`config.mk`:
```
export PLATFORM = sky130hd
export DESIGN_NAME = fetch_entry_queue_flat
export DESIGN_NICKNAME = d
export VERILOG_FILES = /design/src/rtl/fetch_entry_queue_if.sv /design/src/rtl/fetch_entry_queue.sv /design/src/flat_wrapper.sv
export SDC_FILE = /design/constraint.sdc
export NUM_CORES = 1
export LEC_CHECK = 0
export BUFFER_PORTS_ARGS = -buffer_cell sky130_fd_sc_hd__buf_4
export CAP_MARGIN = 5
export CORE_ASPECT_RATIO = 1.25
export CORE_MARGIN = 3
export CORE_UTILIZATION = 41
export CTS_BUF_LIST = sky130_fd_sc_hd__clkbuf_16
export DETAILED_ROUTE_END_ITERATION = 8
export PLACE_DENSITY = 0.63
export SYNTH_ARGS = -nofsm -noshare
export SYNTH_HDL_FRONTEND = slang
export SYNTH_SLANG_ARGS = --single-unit
```
`constraint.sdc`:
```
create_clock -name clk_i -period 2.95 [get_ports clk_i]
set_input_delay 0.1475 -clock clk_i [delete_from_list [all_inputs] [get_ports clk_i]]
set_output_delay 0.1475 -clock clk_i [all_outputs]
set_load 0.01 [all_outputs]
```
`src/rtl/fetch_entry_queue_if.sv`:
```
// Fetch-entry handshake bundle: fetch/realign pushes entries in, decode pops up to two per cycle.
// An entry transfers on a rising clock edge where its valid and ready are both high; valid never waits on ready.
interface fetch_entry_queue_if #(
   parameter type fetch_entry_t = logic
);
   logic               push_valid_i;
   fetch_entry_t       push_entry_i;
   logic               push_ready_o;
   fetch_entry_t [1:0] fetch_entry_o;
   logic [1:0]         fetch_entry_valid_o;
   logic [1:0]         fetch_entry_ready_i;

   modport master (
      input  push_valid_i, push_entry_i, fetch_entry_ready_i,
      output push_ready_o, fetch_entry_o, fetch_entry_valid_o
   );

   modport slave (
      output push_valid_i, push_entry_i, fetch_entry_ready_i,
      input  push_ready_o, fetch_entry_o, fetch_entry_valid_o
   );
endinterface

```
`src/rtl/fetch_entry_queue.sv`:
```
// In-order circular FIFO of fetch entries presenting the two oldest entries to decode.
// Flush empties the queue but keeps storage; reset also clears storage.
module fetch_entry_queue #(
   parameter int unsigned CVA6Cfg       = 0,
   parameter type         fetch_entry_t = logic,
   parameter int unsigned DEPTH         = 4,
   parameter bit          SUPERSCALAR   = 1'b1
) (
   input  logic                          clk_i,
   input  logic                          rst_i,
   input  logic                          flush_i,
   fetch_entry_queue_if.master           fe_if,
   output logic [$clog2(DEPTH):0]        count_o
);
   localparam int unsigned PTR_W = $clog2(DEPTH);
   localparam int unsigned CNT_W = PTR_W + 1;
   localparam logic [CNT_W-1:0] DEPTH_C = CNT_W'(DEPTH);

   fetch_entry_t     mem_q [DEPTH];
   logic [PTR_W-1:0] rd_ptr_q, rd_ptr_d;
   logic [PTR_W-1:0] wr_ptr_q, wr_ptr_d;
   logic [CNT_W-1:0] count_q, count_d;

   logic             valid0, valid1;
   logic             pop0, pop1, push;
   logic [CNT_W-1:0] npop;

   assign valid0 = (count_q != '0);
   assign valid1 = SUPERSCALAR && (count_q >= CNT_W'(2));

   assign fe_if.fetch_entry_valid_o = {valid1, valid0};
   assign fe_if.fetch_entry_o[0]    = mem_q[rd_ptr_q];
   assign fe_if.fetch_entry_o[1]    = mem_q[rd_ptr_q + PTR_W'(1)];
   // Space is judged on the registered count only, so a pop never frees room for a same-cycle push.
   assign fe_if.push_ready_o        = (count_q < DEPTH_C);
   assign count_o                   = count_q;

   assign pop0 = valid0 & fe_if.fetch_entry_ready_i[0];
   assign pop1 = pop0 & valid1 & fe_if.fetch_entry_ready_i[1];
   assign npop = CNT_W'(pop0) + CNT_W'(pop1);
   assign push = fe_if.push_valid_i & fe_if.push_ready_o & ~flush_i;

   always_comb begin
      rd_ptr_d = rd_ptr_q;
      wr_ptr_d = wr_ptr_q;
      count_d  = count_q;
      if (flush_i) begin
         rd_ptr_d = '0;
         wr_ptr_d = '0;
         count_d  = '0;
      end else begin
         rd_ptr_d = rd_ptr_q + PTR_W'(npop);
         wr_ptr_d = wr_ptr_q + PTR_W'(push);
         count_d  = count_q + CNT_W'(push) - npop;
      end
   end

   always_ff @(posedge clk_i) begin
      if (rst_i) begin
         rd_ptr_q <= '0;
         wr_ptr_q <= '0;
         count_q  <= '0;
         for (int i = 0; i < DEPTH; i++) begin
            mem_q[i] <= '0;
         end
      end else begin
         rd_ptr_q <= rd_ptr_d;
         wr_ptr_q <= wr_ptr_d;
         count_q  <= count_d;
         if (push) begin
            mem_q[wr_ptr_q] <= fe_if.push_entry_i;
         end
      end
   end
endmodule

```
`src/flat_wrapper.sv`:
```
// flat-port wrapper written by rule: the top's interface ports become plain ports
module fetch_entry_queue_flat 
#(
   parameter int unsigned CVA6Cfg       = 0,
   parameter type         fetch_entry_t = logic,
   parameter int unsigned DEPTH         = 4,
   parameter bit          SUPERSCALAR   = 1'b1
)
  (clk_i, rst_i, flush_i, count_o, fe_if_push_valid_i, fe_if_push_entry_i, fe_if_fetch_entry_ready_i, fe_if_push_ready_o, fe_if_fetch_entry_o, fe_if_fetch_entry_valid_o);
  fetch_entry_queue_if #(.fetch_entry_t(fetch_entry_t)) fe_if_i ();
  input  logic clk_i;
  input  logic rst_i;
  input  logic flush_i;
  output logic [$clog2(DEPTH):0] count_o;
  input wire logic [$bits(fe_if_i.push_valid_i)-1:0] fe_if_push_valid_i;
  input wire logic [$bits(fe_if_i.push_entry_i)-1:0] fe_if_push_entry_i;
  input wire logic [$bits(fe_if_i.fetch_entry_ready_i)-1:0] fe_if_fetch_entry_ready_i;
  output wire logic [$bits(fe_if_i.push_ready_o)-1:0] fe_if_push_ready_o;
  output wire logic [$bits(fe_if_i.fetch_entry_o)-1:0] fe_if_fetch_entry_o;
  output wire logic [$bits(fe_if_i.fetch_entry_valid_o)-1:0] fe_if_fetch_entry_valid_o;
  assign fe_if_i.push_valid_i = fe_if_push_valid_i;
  assign fe_if_i.push_entry_i = fe_if_push_entry_i;
  assign fe_if_i.fetch_entry_ready_i = fe_if_fetch_entry_ready_i;
  assign fe_if_push_ready_o = fe_if_i.push_ready_o;
  assign fe_if_fetch_entry_o = fe_if_i.fetch_entry_o;
  assign fe_if_fetch_entry_valid_o = fe_if_i.fetch_entry_valid_o;
  fetch_entry_queue #(.CVA6Cfg(CVA6Cfg), .fetch_entry_t(fetch_entry_t), .DEPTH(DEPTH), .SUPERSCALAR(SUPERSCALAR)) u_core (.clk_i(clk_i), .rst_i(rst_i), .flush_i(flush_i), .fe_if(fe_if_i), .count_o(count_o));
endmodule
```
==> results.json, run 1 <==
{
  "final_common_cell": "buf_4",
  "top_layer": "met4",
  "holdPathStages": 2,
  "postRouteAntennaNets": 0,
  "vias": 463,
  "start_kind": "flip-flop",
  "synth-warning-count": 0,
  "die_x_um": 42.0,
  "dieArea_sq_um": 2140,
  "reg2reg_to": "u_core.count_o[2]",
  "slew_viol_final": 0,
  "fp.dieH_um": 51.0,
  "final_cell_mix": "buf_4 (15), inv_1 (9), dfxtp_1 (7), ha_1 (6), and2_1 (5)",
  "cts-hold-fix-buffers": 0,
  "switching_power_mw": 0.169,
  "hold_viol": 0,
  "p_clk_share_pct": 36.4,
  "grt_pass1_vias": 506,
  "layout.nets": 87,
  "end_kind": "flip-flop",
  "antennaDiodeCount": 0,
  "r2r_start": "u_core.count_o[2]",
  "cts_tree": "built",
  "hp-start": "flush_i",
  "clock_sinks": 11,
  "maxCapViolCount": 0,
  "synth_seq_cells": 11,
  "drive_gt1_share_pct": 37.5,
  "post_cts_buffers": 0,
  "first_pass_iters": 4,
  "ys_types": 21,
  "yosysTopAreaCell": "dfxtp_1",
  "cp.arrival_ns": 2.78,
  "wl_per_cell_um": 12.6,
  "layout.cells.non_filler": 89,
  "drc": 0,
  "grt_use_total_pct": 13.8,
  "async_flop_share_pct": 0,
  "min_to": "u_core.wr_ptr_q[1]",
  "io_pins": 15,
  "worst_pin_slew_ns": 0.395,
  "antenna_found_initial": 0,
  "comb_power_share_pct": 34.7,
  "p_seq_share_pct": 28.9,
  "start_util_pct": 46.0,
  "placedCellCount": 85,
  "met1_length_um": 497,
  "dr.first_iter.drc_count": 5,
  "htreeDepth": 1,
  "fmax_mhz": 380,
  "clk_latency_ns": 0.23,
  "place_area_sq_um": 772,
  "synth_top_area_share_pct": 21.1,
  "via_per_inst": 5.20,
  "synth_edf_count": 4,
  "dr_wl_met2_um": 539,
  "synth_cells": 56,
  "hpwl_um": 861,
  "vdd_drop_max_v": 0.000414,
  "areaGrowthSynthToFinish_pct": 28.1,
  "ys_top_cells_by_area": "dfxtp_1 (21%), edfxtp_1 (18%), ha_1 (11%), mux4_2 (6.8%), a31o_2 (5.3%)",
  "seq_area_frac_synth_pct": 39.2,
  "io_buffers": 14,
  "grt_max_degree": 10,
  "synthFlopType": "dfxtp_1",
  "finalPower_mw": 0.654,
  "p_int_mw": 0.485,
  "syn-num-nets": 70,
  "core_area_sq_um": 1450,
  "required_ns": 3.10,
  "ff2ff_path_depth": 9,
  "tns_ns": 0,
  "synth.avg_cell_area_sq_um": 11.9,
  "p_leak_nw": 0.395,
  "root_buffer": "clkbuf_16",
  "cts_resized": 0,
  "hold_class": "input pin to flip-flop",
  "route.met3.wl_um": 66,
  "rsz0062_at_grt": "no",
  "holdWs_ns": 0.134,
  "fillers": 124,
  "powerDensity_nw_per_um2": 769,
  "cts_buffers": 3,
  "clk_pin_slew_ns": 0.04,
  "placementRows": 15,
  "outcome": "completed",
  "cp_max_fo": 3,
  "relSlewSlack_pct": 73.5,
  "grt_pass1_wl_um": 2210,
  "clockBufferDepth": 2,
  "fin_crit_sh_pct": 89.2,
  "globalplace.congestion": 0.790,
  "wirelength_um": 1120,
  "fin_crit_ns": 2.63,
  "clock-skew-final_ns": 0.000923,
  "design_area_sq_um": 851,
  "reg2reg_slack_ns": 0.32,
  "setup_viol": 0,
  "grt_overflow": 0,
  "netlist_area_sq_um": 664,
  "netSwitchingFraction_pct": 25.8,
  "critPathKind": "flip-flop to flip-flop"
}
## area by class of cell
type                       instances  area (sq um)  area share, %
tap                               17          21.3           2.50
sequential                        11           260           30.6
timing repair buffer              15           113           13.2
inverter                           8          30.0           3.53
clock buffer                       3          75.1           8.82
clock inverter                     1          3.75          0.441
multi-input combinational         34           348           40.9
## flip-flops by register name (all words and copies together), names as in the netlist
signal           count
u_core.rd_ptr_q      2
u_core.mem_q         4
u_core.count_o       3
u_core.wr_ptr_q      2
## stage by stage
stage / utilization, % / setup slack, ns
after floorplan: - / 0.338
after global placement: 53.4 / 0.312
after detailed placement: 53.4 / 0.307
after CTS: 58.9 / 0.292
after global routing: 58.9 / 0.191
final: 58.9 / 0.319
## cells by family (layout without fill, tap and decap cells)
logic type	after synthesis	after routing	synth area share [%]
AND/OR/NAND/NOR	18	18	17.7
XOR/XNOR	3	3	8.29
flip-flops	11	11	39.2
multiplexers	2	2	6.78
adder cells (fa/ha/maj)	7	7	14.3
AO/OA/AOI/OAI	4	4	5.27
buffers and inverters	11	27	8.47
## cells in the mapped netlist (2+ instances only)
library cell / count
dfxtp_1: 7
inv_1: 8
edfxtp_1: 4
nor4_1: 3
a31o_2: 4
nor2_1: 2
buf_4: 2
and2_1: 5
nor3_1: 3
ha_1: 6
mux4_2: 2
## how the worst max path moves through the flow
stage | start | slack (ns) | cells after the start | end
floorplan | u_core.count_o[2] | 0.34 | 9 | u_core.count_o[2]
detailed placement | u_core.count_o[2] | 0.31 | 9 | u_core.count_o[2]
CTS | u_core.count_o[2] | 0.29 | 9 | u_core.count_o[2]
finish | u_core.count_o[2] | 0.32 | 9 | u_core.count_o[2]
global route | u_core.count_o[2] | 0.19 | 9 | u_core.count_o[2]
global placement | u_core.count_o[1] | 0.31 | 9 | u_core.count_o[2]
## power by group through the flow
| stage | Clock [mW] | Sequential [mW] | Combinational (mW) |
|---|---|---|---|
| after floorplan | 0 | 0.197 | 0.157 |
| after global placement | 0 | 0.191 | 0.226 |
| after detailed placement | 0 | 0.192 | 0.230 |
| after CTS | 0.243 | 0.189 | 0.234 |
| after global routing | 0.249 | 0.193 | 0.262 |
| final | 0.238 | 0.189 | 0.227 |
## worst max-delay path, stage by stage, from the launching register on
cell	delay [ns]
dfxtp_1	0.31
or3_1	0.38
and2_1	0.17
ha_1	0.31
ha_1	0.28
inv_1	0.04
ha_1	0.20
fa_1	0.38
xor3_1	0.35
nor3_1	0.14
## layer usage
layer / track usage (%) / up-vias
met3: 1.41 / 4
met5: 0 / -
met1: 17.3 / 211
li1: - / 233
met2: 21.9 / 15
met4: 9.63 / 0
Power figures use the tool's default switching activity.
==> inputs of run 2 (changes only) <==
--- a/config.mk
+++ b/config.mk
@@ -8,7 +8,6 @@
 export BUFFER_PORTS_ARGS = -buffer_cell sky130_fd_sc_hd__buf_4
 export CAP_MARGIN = 5
 export CORE_ASPECT_RATIO = 1.25
-export CORE_MARGIN = 3
 export CORE_UTILIZATION = 41
 export CTS_BUF_LIST = sky130_fd_sc_hd__clkbuf_16
 export DETAILED_ROUTE_END_ITERATION = 8
==> run 2 against run 1 <==
  * First-iteration DRC count grew to 3.2 times the previous value
  * Hold slack lost 0.0014 ns
  * Critical endpoint unchanged
  * Die area shrank 17%
  * Largest power group unchanged
  * Global-route usage grew 0.79 points
  * Sequential share of layout area is the same
  * Clock power is essentially flat
  * Register-to-register slack lost 0.03 ns
==> results.json, run 2 (synthesis results as in run 1) <==
{
  "outcome": "completed",
  "htreeDepth": 1,
  "grt_use_total_pct": 14.5,
  "dieArea_sq_um": 1790,
  "wl_per_cell_um": 12.3,
  "postRouteAntennaNets": 0,
  "via_per_inst": 5.31,
  "slew_viol_final": 0,
  "fin_crit_sh_pct": 90.4,
  "netSwitchingFraction_pct": 25.9,
  "antennaDiodeCount": 0,
  "comb_power_share_pct": 34.6,
  "layout.nets": 87,
  "worst_pin_slew_ns": 0.400,
  "fin_crit_ns": 2.67,
  "grt_pass1_wl_um": 1770,
  "fmax_mhz": 375,
  "final_common_cell": "buf_4",
  "hold_viol": 0,
  "io_pins": 15,
  "io_buffers": 14,
  "required_ns": 3.11,
  "end_kind": "flip-flop",
  "cts_resized": 0,
  "start_util_pct": 46.0,
  "drc": 0,
  "placementRows": 15,
  "clock_sinks": 11,
  "cts-hold-fix-buffers": 0,
  "vdd_drop_max_v": 0.000332,
  "p_leak_nw": 0.395,
  "grt_pass1_vias": 432,
  "largest_register_ffs": 4,
  "drive_gt1_share_pct": 37.5,
  "fp.dieH_um": 47.0,
  "p_clk_share_pct": 36.5,
  "dr.first_iter.drc_count": 16,
  "switching_power_mw": 0.169,
  "maxCapViolCount": 0,
  "areaGrowthSynthToFinish_pct": 28.1,
  "clk_pin_slew_ns": 0.04,
  "final_cell_mix": "buf_4 (15), inv_1 (9), dfxtp_1 (7), ha_1 (6), and2_1 (5)",
  "hpwl_um": 833,
  "critPathKind": "flip-flop to flip-flop",
  "relSlewSlack_pct": 73.2,
  "layout.cells.non_filler": 89,
  "post_cts_buffers": 0,
  "globalplace.congestion": 0.652,
  "start_kind": "flip-flop",
  "rsz0062_at_grt": "no",
  "clockBufferDepth": 2,
  "core_area_sq_um": 1450,
  "antenna_found_initial": 0,
  "setup_viol": 0,
  "regMostFlops": "u_core.mem_q",
  "cts_buffers": 3,
  "grt_max_degree": 10,
  "vias": 473,
  "grt_overflow": 0,
  "cp.arrival_ns": 2.82,
  "first_pass_iters": 4,
  "die_x_um": 38.0,
  "hold_class": "input pin to flip-flop",
  "cp_max_fo": 3,
  "clock-skew-final_ns": 0.00182,
  "p_int_mw": 0.485,
  "p_seq_share_pct": 28.9,
  "wirelength_um": 1100,
  "clk_latency_ns": 0.23,
  "root_buffer": "clkbuf_16",
  "cts_tree": "built",
  "finalPower_mw": 0.655,
  "tns_ns": 0,
  "placedCellCount": 85,
  "powerDensity_nw_per_um2": 770
}
## run 2: area by class of cell
| type | count | area (sq um) |
|---|---|---|
| well taps | 17 | 21.3 |
| fillers | 121 | 594 |
| repair buffers | 15 | 113 |
| clock buffers | 3 | 75.1 |
| flip-flops and latches | 11 | 260 |
| multi-input cells | 34 | 348 |
| inverters | 8 | 30.0 |
| clock inverters | 1 | 3.75 |
## run 2: worst paths after layout
kind,start,slack (ns),to,depth (start not counted)
hold / removal,flush_i,0.13,u_core.count_o[2],2
hold reg to reg,u_core.wr_ptr_q[1],0.59,u_core.wr_ptr_q[1],2
setup reg to reg,u_core.count_o[2],0.28,u_core.count_o[2],9
setup / recovery,u_core.count_o[2],0.28,u_core.count_o[2],9
## run 2: stage by stage
step	hold slack [ns]	worst slack [ns]	area (sq um)	utilization (%)
4_1_cts	0.129	0.281	851	58.9
3_5_place_dp	0.372	0.288	772	53.4
3_3_place_gp	0.372	0.358	772	53.4
6_report	0.132	0.284	851	58.9
2_1_floorplan	0.225	0.338	664	-
5_1_grt	0.149	0.127	851	58.9
## run 2: worst max-delay path: stages (launching register included)
cell	delay (ns)
dfxtp_1	0.32
or3_1	0.39
and2_1	0.17
ha_1	0.33
ha_1	0.28
inv_1	0.04
ha_1	0.20
fa_1	0.38
xor3_1	0.35
nor3_1	0.13
## run 2: per-layer routing
metal | GRT usage [%] | vias up | routed length [um]
met5 | 0 | - | 0
met2 | 23.4 | 15 | 548
met3 | 1.42 | 2 | 50
met1 | 19.0 | 225 | 486
met4 | 8.57 | 0 | 10
li1 | - | 231 | -
## run 2: power by group through the flow
stage | combinational [mW] | sequential (mW) | clock (mW)
6_report | 0.227 | 0.189 | 0.239
5_1_grt | 0.255 | 0.192 | 0.252
4_1_cts | 0.229 | 0.189 | 0.245
3_5_place_dp | 0.228 | 0.192 | 0
3_3_place_gp | 0.223 | 0.191 | 0
2_1_floorplan | 0.157 | 0.197 | 0
==> inputs of run 3 (changes only) <==
--- a/config.mk
+++ b/config.mk
@@ -7,11 +7,14 @@
 export LEC_CHECK = 0
 export BUFFER_PORTS_ARGS = -buffer_cell sky130_fd_sc_hd__buf_4
 export CAP_MARGIN = 5
+export CELL_PAD_IN_SITES_DETAIL_PLACEMENT = 1
+export CELL_PAD_IN_SITES_GLOBAL_PLACEMENT = 2
 export CORE_ASPECT_RATIO = 1.25
-export CORE_UTILIZATION = 41
+export CORE_MARGIN = 2
+export CORE_UTILIZATION = 29
 export CTS_BUF_LIST = sky130_fd_sc_hd__clkbuf_16
 export DETAILED_ROUTE_END_ITERATION = 8
-export PLACE_DENSITY = 0.63
+export PLACE_DENSITY = 0.7
 export SYNTH_ARGS = -nofsm -noshare
 export SYNTH_HDL_FRONTEND = slang
 export SYNTH_SLANG_ARGS = --single-unit
==> constraint.sdc (replaced) <==
create_clock -name clk_i -period 2.2 [get_ports clk_i]
set_input_delay 0.11 -clock clk_i [delete_from_list [all_inputs] [get_ports clk_i]]
set_output_delay 0.11 -clock clk_i [all_outputs]
set_load 0.01 [all_outputs]
==> run 3 against run 2 <==
  * The flow now finishes with violations (negative setup slack)
  * Clock-buffer cell count stayed put
  * Combinational power is 69% higher
  * Sequential cell count stayed put
  * Clock power is 35% higher
  * Wire length is 20% higher
  * Register-to-register slack worse by 0.33 ns
  * Fmax is 19% higher
  * Global-route usage is 2.2 points lower
  * Cell count is 19% higher
  * Critical path type unchanged
==> results.json, run 3 (synthesis results as in run 1) <==
{
  "fmax_mhz": 446,
  "first_pass_iters": 2,
  "wl_per_cell_um": 12.4,
  "required_ns": 2.36,
  "wirelength_um": 1310,
  "postRouteAntennaNets": 0,
  "cp.arrival_ns": 2.40,
  "final_cell_mix": "buf_4 (18), inv_1 (8)",
  "drc": 0,
  "relSlewSlack_pct": 82.3,
  "design_area_sq_um": 957,
  "dr.first_iter.drc_count": 5,
  "regMostFlops": "u_core.mem_q",
  "hold_viol": 0,
  "htreeDepth": 1,
  "antenna_found_initial": 0,
  "outcome": "complete, but fails checks",
  "maxCapViolCount": 0,
  "hp-start": "flush_i",
  "hpwl_um": 1010,
  "p_leak_nw": 0.397,
  "grt_pass1_vias": 499,
  "die_x_um": 46.8,
  "layout.nets": 90,
  "root_buffer": "clkbuf_16",
  "powerDensity_nw_per_um2": 1010,
  "ff2ff_path_depth": 9,
  "setup_ws_ns": -0.0417,
  "clockBufferDepth": 2,
  "reg2reg_to": "u_core.count_o[2]",
  "vdd_drop_max_v": 0.000441,
  "end_kind": "flip-flop",
  "slew_viol_final": 0,
  "crit_path_frequent_cell": "ha_4",
  "drive_gt1_share_pct": 56.0,
  "fp.dieH_um": 57.5,
  "largest_register_ffs": 4,
  "fin_crit_ns": 2.24,
  "min_to": "u_core.count_o[2]",
  "cts-hold-fix-buffers": 0,
  "finalPower_mw": 0.967,
  "cp_max_fo": 4,
  "io_buffers": 14,
  "clk_pin_slew_ns": 0.04,
  "holdPathStages": 2,
  "globalplace.congestion": 0.767,
  "reg2reg_slack_ns": -0.04,
  "critPathKind": "flip-flop to flip-flop",
  "start_util_pct": 30.4,
  "clock_sinks": 11,
  "fin_crit_sh_pct": 102,
  "cts_buffers": 3,
  "start_kind": "flip-flop",
  "grt_use_total_pct": 12.4,
  "crit_slowest_cell": "or3_4",
  "setup_viol": 1,
  "rsz0062_at_grt": "yes",
  "io_pins": 15,
  "antennaDiodeCount": 0,
  "placementRows": 19,
  "post_cts_buffers": 0,
  "core_area_sq_um": 2190,
  "grt_overflow": 0,
  "cts_tree": "built",
  "grt_pass1_wl_um": 2280,
  "violations": "negative setup slack",
  "dieArea_sq_um": 2690,
  "place_area_sq_um": 868,
  "via_per_inst": 4.42,
  "areaGrowthSynthToFinish_pct": 44.1,
  "r2r_start": "u_core.count_o[1]",
  "final_core_utilization_pct": 43.8,
  "worst_pin_slew_ns": 0.263,
  "clk_latency_ns": 0.24,
  "grt_max_degree": 10,
  "max_stage_delay_ns": 0.36,
  "hold_class": "input pin to flip-flop",
  "final_common_cell": "buf_4",
  "cp_cell_sequence": "or3_4, and2_4, ha_4, ha_4, inv_2, ha_4, fa_2, xor3_1, nor3_2",
  "clock-skew-final_ns": 0.000492,
  "vias": 469
}
[run 3: area by class of cell]
cell class	count	area (sq um)
Fill cell	249	1230
Clock buffer	3	75.1
Clock inverter	1	3.75
Inverter	8	30.0
Multi-Input combinational cell	34	408
Timing Repair Buffer	18	135
Tap cell	31	38.8
Sequential cell	11	267
[run 3: report_power, final]
group | total (mW) | switching (mW) | internal (mW)
combinational | 0.383 | 0.154 | 0.229
clock | 0.323 | 0.0849 | 0.238
sequential | 0.261 | 0.0215 | 0.240
total | 0.967 | 0.261 | 0.707
[run 3: worst max-delay path by stage]
stage / slack, ns / from / depth (start not counted) / to
6_report: -0.04 / u_core.count_o[1] / 9 / u_core.count_o[2]
5_1_grt: -0.09 / u_core.count_o[1] / 9 / u_core.count_o[2]
4_1_cts: -0.06 / u_core.count_o[0] / 9 / u_core.count_o[2]
3_5_place_dp: -0.15 / u_core.count_o[0] / 9 / u_core.count_o[2]
3_3_place_gp: -0.14 / u_core.count_o[0] / 9 / u_core.count_o[2]
2_1_floorplan: -0.05 / u_core.count_o[0] / 9 / u_core.count_o[2]
[run 3: timing repair]
| item | in CTS | in global routing |
|---|---|---|
| cloned | 0 | 0 |
| gates resized for setup | 2 | 0 |
| setup endpoints to repair | 2 | 2 |
| pin swaps | 1 | 0 |
[run 3: through the flow]
| step | setup TNS (ns) | hold slack (ns) | setup WS (ns) | std cells |
|---|---|---|---|---|
| after floorplan | -0.0521 | 0.171 | -0.0521 | 56 |
| after global placement | -0.138 | 0.332 | -0.138 | 102 |
| after detailed placement | -0.151 | 0.329 | -0.147 | 102 |
| after CTS | -0.0592 | 0.0804 | -0.0580 | 106 |
| after global routing | -0.133 | 0.0881 | -0.0911 | 106 |
| final | -0.0417 | 0.0860 | -0.0417 | 106 |
[run 3: critical path, delay by kind of cell, from the launching register on]
kind / cells / cell delay, ns
adder cells (fa/ha/maj): 4 / 0.97
AND/OR/NAND/NOR: 3 / 0.62
flip-flops: 1 / 0.33
XOR/XNOR: 1 / 0.20
buffers and inverters: 1 / 0.04
[run 3: layer usage]
layer,GRT usage [%],part of all wire [%],routed length (um),vias to the layer above
met3,2.85,2.8,37,4
met2,17.6,49,646,9
met4,8.33,2.0,26,0
met1,16.1,46,604,221
li1,-,-,-,235
met5,0,0,0,-
